`src/rtl/bank_swap_ctrl.sv`:
```
// bank_swap_ctrl: ping-pong frame-buffer controller that swaps banks only on VGA frame boundaries
module bank_swap_ctrl #(
    parameter int FRAME_BITS = 30000,
    parameter int CNT_W      = $clog2(FRAME_BITS)
) (
    input  logic        CLK_40,
    input  logic        reset,
    input  logic        chip_select,
    input  logic        SPI_clk_en,
    input  logic        frame_end,
    output logic        read_bank1,
    output logic        read_bank2,
    output logic        write_bank2,
    output logic        video_data_ready,
    output logic        VGA_sync_en,
    output logic [15:0] frame_count,
    output logic        overrun
);
    typedef enum logic [1:0] {IDLE, FILL, PEND} state_t;
    state_t           state;
    logic [CNT_W-1:0] bit_cnt;
    logic             take;
    logic             last;
    assign take = SPI_clk_en & video_data_ready;
    assign last = bit_cnt == CNT_W'(FRAME_BITS - 1);
    // Fill the write bank, hold it complete until frame_end, then hand it to the display
    always_ff @(posedge CLK_40) begin
        if (reset) begin
            state            <= IDLE;
            bit_cnt          <= '0;
            read_bank1       <= 1'b0;
            read_bank2       <= 1'b0;
            write_bank2      <= 1'b0;
            video_data_ready <= 1'b0;
            VGA_sync_en      <= 1'b0;
            frame_count      <= '0;
            overrun          <= 1'b0;
        end else begin
            overrun <= SPI_clk_en & chip_select & ~video_data_ready;
            case (state)
                IDLE: begin
                    state            <= FILL;
                    VGA_sync_en      <= 1'b1;
                    video_data_ready <= 1'b0;
                end
                FILL: begin
                    if (take && last) begin
                        bit_cnt          <= '0;
                        state            <= PEND;
                        video_data_ready <= 1'b0;
                    end else begin
                        bit_cnt          <= take ? bit_cnt + CNT_W'(1) : bit_cnt;
                        video_data_ready <= chip_select;
                    end
                end
                PEND: begin
                    video_data_ready <= 1'b0;
                    if (frame_end) begin
                        write_bank2 <= ~write_bank2;
                        read_bank1  <= ~write_bank2;
                        read_bank2  <= write_bank2;
                        frame_count <= frame_count + 16'd1;
                        state       <= FILL;
                    end
                end
                default: state <= IDLE;
            endcase
        end
    end
endmodule
```
`config.mk`:
```
export PLATFORM = sky130hd
export DESIGN_NAME = bank_swap_ctrl
export DESIGN_NICKNAME = d
export VERILOG_FILES = /design/src/rtl/bank_swap_ctrl.sv
export SDC_FILE = /design/constraint.sdc
export NUM_CORES = 1
export LEC_CHECK = 0
export CAP_MARGIN = 20
export CORE_ASPECT_RATIO = 0.6
export CORE_MARGIN = 2
export CORE_UTILIZATION = 45
export DETAILED_ROUTE_END_ITERATION = 8
export PLACE_DENSITY = 0.8
export SETUP_SLACK_MARGIN = 0.5
export SLEW_MARGIN = 20
export SYNTH_ARGS = -nofsm -noshare
export SYNTH_HDL_FRONTEND = slang
export SYNTH_SLANG_ARGS = --single-unit
```
`constraint.sdc`:
```
create_clock -name CLK_40 -period 1.76 [get_ports CLK_40]
set_input_delay 0.352 -clock CLK_40 [delete_from_list [all_inputs] [get_ports CLK_40]]
set_output_delay 0.352 -clock CLK_40 [all_outputs]
set_load 0.02 [all_outputs]
```
==> results by stage <==
Outcome:
- The checks that failed: negative setup slack.
- The run finished, with violations left.

Clocking:
- The number of clock buffers inserted by TritonCTS is 5.
- The TritonCTS clock tree is built.
- The H-tree was split into 2 levels.
- After clock tree synthesis, the clock-pin slew on the worst setup and hold paths is 0.07 ns.
- The number of sinks on the clock net is 38.
- At the later pin of the worst-skew pair, clock insertion delay measures 0.31 ns.
- The clock passes through at most 2 buffers.
- The root buffer cell chosen for the clock tree is sky130_fd_sc_hd__clkbuf_8.

Die:
- The die outline width is 84.4 um.
- From bottom edge to top edge, the die measures 52.2 um.
- The region available for standard cell placement spans 3700 um2.
- In this run the count of I/O pins placed on the die edge is 27.
- The floorplan row count is 17.
- For this configuration, the core starts out at a cell density of 0.471.
- The die area is 4410 um2.

Power:
- The worst IR drop on VDD is 0.490 mV.
- In this run the power density over the cells is 564 nW/um2.
- Of the total power, the share spent switching nets is 0.238.
- The net switching power of the design is 366 uW.
- The internal power contribution is 1170 uW.
- Of the total power, the clock network draws 0.390.
- Of the total power, registers draw 0.558.
- The proportion of power drawn by combinational gates is 0.052.
- The static leakage is 0.00112 uW.

Timing:
- Setup violations remaining at the end of the flow were counted as 15.
- The total count of hold-check failures in the final report is 0.
- Setup repair after global routing could not meet its margin everywhere.
- The share of the cycle needed by the critical path after routing is 1.07.
- The smallest setup slack after layout is -0.115 ns.
- Counting I/O delays and the setup requirement, the final critical path takes 1.87 ns.
- The slew at the pin with the worst max-slew slack is 0.425 ns.
- The worst hold slack is 0.476 ns.
- On the final layout, the worst clock skew is 0.00457 ns.
- The final max-slew violation count was 0.
- The maximum clock rate is 533 MHz.
- The post-route setup TNS is -0.427 ns.
- The worst-case headroom to the max-slew limit is 0.714.

Finish:
- The fraction of final layout cells sized beyond drive strength 1 is 0.482.
- The net count of the finished layout is 282.
- The library cell used most frequently in the layout, excluding fill and tap cells, is sky130_fd_sc_hd__buf_4.
- The number of standard cells in the final layout excluding fillers is 323.
- The area growth from synthesis to layout is 56.6%.
- The number of antenna repair diodes is 0.
- After routing the design area is 2730 um2.
- The filler cell count is 223.
- The library cells used most frequently in the layout, excluding fill and tap cells, are sky130_fd_sc_hd__buf_4, sky130_fd_sc_hd__nor2_1, sky130_fd_sc_hd__buf_6.

Placement:
- At the end of routability-driven placement, the weighted congestion stood at 0.859.
- Summing all placed instances gives a cell area of 2310 um2.
- The estimated wirelength of the detail-placed design is 3.23 mm.
- The number of placed instances, taps included, is 291.
- The number of I/O port buffers is 26.

Critical path:
- The data arrival time of the critical path is 2.06 ns.
- The launch instance of the worst register-to-register path is bit_cnt[7]$_SDFFE_PP0P_.
- Tracing the worst setup path back leads to its startpoint at bit_cnt[7]$_SDFFE_PP0P_.
- The worst-path cell with the longest stage delay is sky130_fd_sc_hd__or4b_4.
- The biggest cell delay along the critical path is 0.52 ns.
- The path type of the worst setup path is reg -> reg.
- The critical path capture point type is a register.
- The startpoint kind of the worst setup timing path is a register.
- Data on the critical path is required at its endpoint by 1.95 ns.
- The signal on the critical path passes through or4b_4, or4_4, buf_6, o21ai_1, a21oi_1.
- Along the worst path, the maximum fanout reaches 4.

Synth:
- The portion of synthesized area spent on multiplexers is 0.0172.
- Of the total synthesized cell area, the portion taken by XOR and XNOR cells is 0.105.
- Of all flip-flops after synthesis, the portion carrying an async set or reset was 0.
- The netlist uses 37 different library cells.
- The simple logic cell fraction of the synthesized area is 0.310.
- The synthesized design contains 0 enable-type register cells.
- The primary flip-flop cell chosen by synthesis mapping is sky130_fd_sc_hd__dfxtp_1.
- Dividing the synthesized area by the synthesized cell count gives 8.81 um2.
- Counting every net in the synthesized netlist gives 205.
- By area, the combinational part of the netlist is dominated by simple AND/OR/NAND/NOR gates.
- Synthesis produced 198 cells.
- The sequential share of the synthesized area is 0.436.
- The post-synthesis instance area is 1740 um2.
- Of the total synthesized cell area, the portion taken by full adders, half adders and majority gates is 0.0143.
- For this run, the number of Yosys warnings is 0.
- The post-synthesis compound-gate area fraction was 0.0818.
- The synthesized design contains 38 register bits.

Detailed routing:
- The first-iteration detailed-routing DRC count is 239.
- After detailed routing, the number of vias per cell comes to 6.21.
- The number of remaining DRC errors is 0.
- The number of iterations in the first detailed-routing pass is 5.
- The via count of the routed design is 2006.
- Once detail routing completed, the nets flagged for antenna violations numbered 0.
- The final wirelength is 6.44 mm.
- The routed length per placed instance is 20.0 um.

Global route:
- The met2 track demand over resource in global routing is 0.399.
- The residual overflow from global routing is 0.
- Entering global routing, the biggest net connects 16 pins.
- The global-route usage over all layers is 0.254.
- The first global-routing pass estimated 8.34 mm of wire.
- The met1 usage is 0.333.
- The via count of the first global-routing pass is 1707.
- met2 is the most crowded layer.
- In the global route stage, met3 resource usage came out at 0.0866.
- The number of antenna violations at the first check in global routing is 0.

Run:
- The max capacitance violation total is 0.

Worst hold path:
- In this run the most critical hold path is launched from bit_cnt[1]$_SDFFE_PP0P_.
- The worst min-delay path category is reg -> reg.
-- metal layers --
| metal | share of wire | wire, um | up-vias |
|---|---|---|---|
| met5 | 0 | 0 | - |
| met4 | 0.038 | 248 | 0 |
| met3 | 0.11 | 722 | 40 |
| met2 | 0.44 | 2860 | 149 |
| met1 | 0.40 | 2610 | 950 |
| li1 | - | - | 867 |
-- cells in the mapped netlist (3+ instances only) --
| library cell | count | area [um2] |
|---|---|---|
| sky130_fd_sc_hd__xnor2_1 | 12 | 105 |
| sky130_fd_sc_hd__dfxtp_1 | 38 | 761 |
| sky130_fd_sc_hd__and3_1 | 4 | 25.0 |
| sky130_fd_sc_hd__o31ai_1 | 3 | 22.5 |
| sky130_fd_sc_hd__xor2_1 | 9 | 78.8 |
| sky130_fd_sc_hd__nand2_1 | 10 | 37.5 |
| sky130_fd_sc_hd__nor3_1 | 4 | 20.0 |
| sky130_fd_sc_hd__or3_1 | 4 | 25.0 |
| sky130_fd_sc_hd__nand3_1 | 12 | 60.1 |
| sky130_fd_sc_hd__nor2_1 | 31 | 116 |
| sky130_fd_sc_hd__a21oi_1 | 9 | 45.0 |
| sky130_fd_sc_hd__or4_1 | 4 | 30.0 |
| sky130_fd_sc_hd__nand4_1 | 10 | 62.6 |
| sky130_fd_sc_hd__clkbuf_1 | 7 | 26.3 |
| sky130_fd_sc_hd__nor4_1 | 5 | 31.3 |
| sky130_fd_sc_hd__inv_1 | 3 | 11.3 |
| sky130_fd_sc_hd__mux2i_1 | 3 | 30.0 |
| sky130_fd_sc_hd__o21ai_0 | 6 | 30.0 |
-- critical path, delay by kind of cell (launching register included) --
family	cells	cell delay [ns]
and+or+nand+nor	2	1.00
DFF	1	0.32
buffers and inverters	1	0.15
AOI/OAI and AO/OA	2	0.29
-- cells by family after synthesis --
logic type / count (synthesis)
adder cells (fa/ha/maj): 2
XOR/XNOR: 21
AO/OA/AOI/OAI: 23
flip-flops: 38
multiplexers: 3
AND/OR/NAND/NOR: 98
buffers and inverters: 13
-- sequential cells by signal, indices dropped and copies added, names as in the netlist --
signal	cells
video_data_ready	1
overrun	1
VGA_sync_en	1
state	2
bit_cnt	15
write_bank2	1
frame_count	16
read_bank2	1
-- power by group through the flow --
stage / logic (uW) / registers, uW / clock network [uW]
floorplan: 27.8 / 887 / 0
global placement: 66.3 / 884 / 0
detailed placement: 67.2 / 885 / 0
CTS: 69.8 / 860 / 591
global route: 83.9 / 860 / 626
finish: 80.3 / 860 / 600
-- timing repair --
action | in CTS | in global routing
buffers inserted | 11 | 12
resized for setup | 133 | 34
hold buffers | 0 | 0
cloned | 0 | 1
pin swaps | 9 | 16
endpoints found under the setup margin | 54 | 45
-- stage by stage --
stage	total power (uW)	setup slack [ns]	util
floorplan	915	-0.0297	-
finish	1540	-0.115	0.738
global placement	951	-0.260	0.624
global route	1570	-0.134	0.738
detailed placement	952	-0.314	0.624
CTS	1520	-0.0172	0.687
-- worst paths after layout --
| check | endpoint | slack, ns | depth (start not counted) |
|---|---|---|---|
| hold reg to reg | bit_cnt[1]$_SDFFE_PP0P_ | 0.48 | 2 |
| setup reg to reg | state[0]$_SDFFE_PP0P_ | -0.11 | 5 |
| setup / recovery | state[0]$_SDFFE_PP0P_ | -0.11 | 5 |
| hold / removal | bit_cnt[1]$_SDFFE_PP0P_ | 0.48 | 2 |
-- final cells by class --
| cell class | count | area [um2] | share of cell area |
|---|---|---|---|
| Multi-Input combinational cell | 148 | 1090 | 0.399 |
| Inverter | 3 | 11.3 | 0.00412 |
| Clock buffer | 8 | 80.1 | 0.0293 |
| Timing Repair Buffer | 79 | 686 | 0.251 |
| Sequential cell | 38 | 805 | 0.295 |
| Tap cell | 47 | 58.8 | 0.0215 |
(Power assumes the default switching activity.)
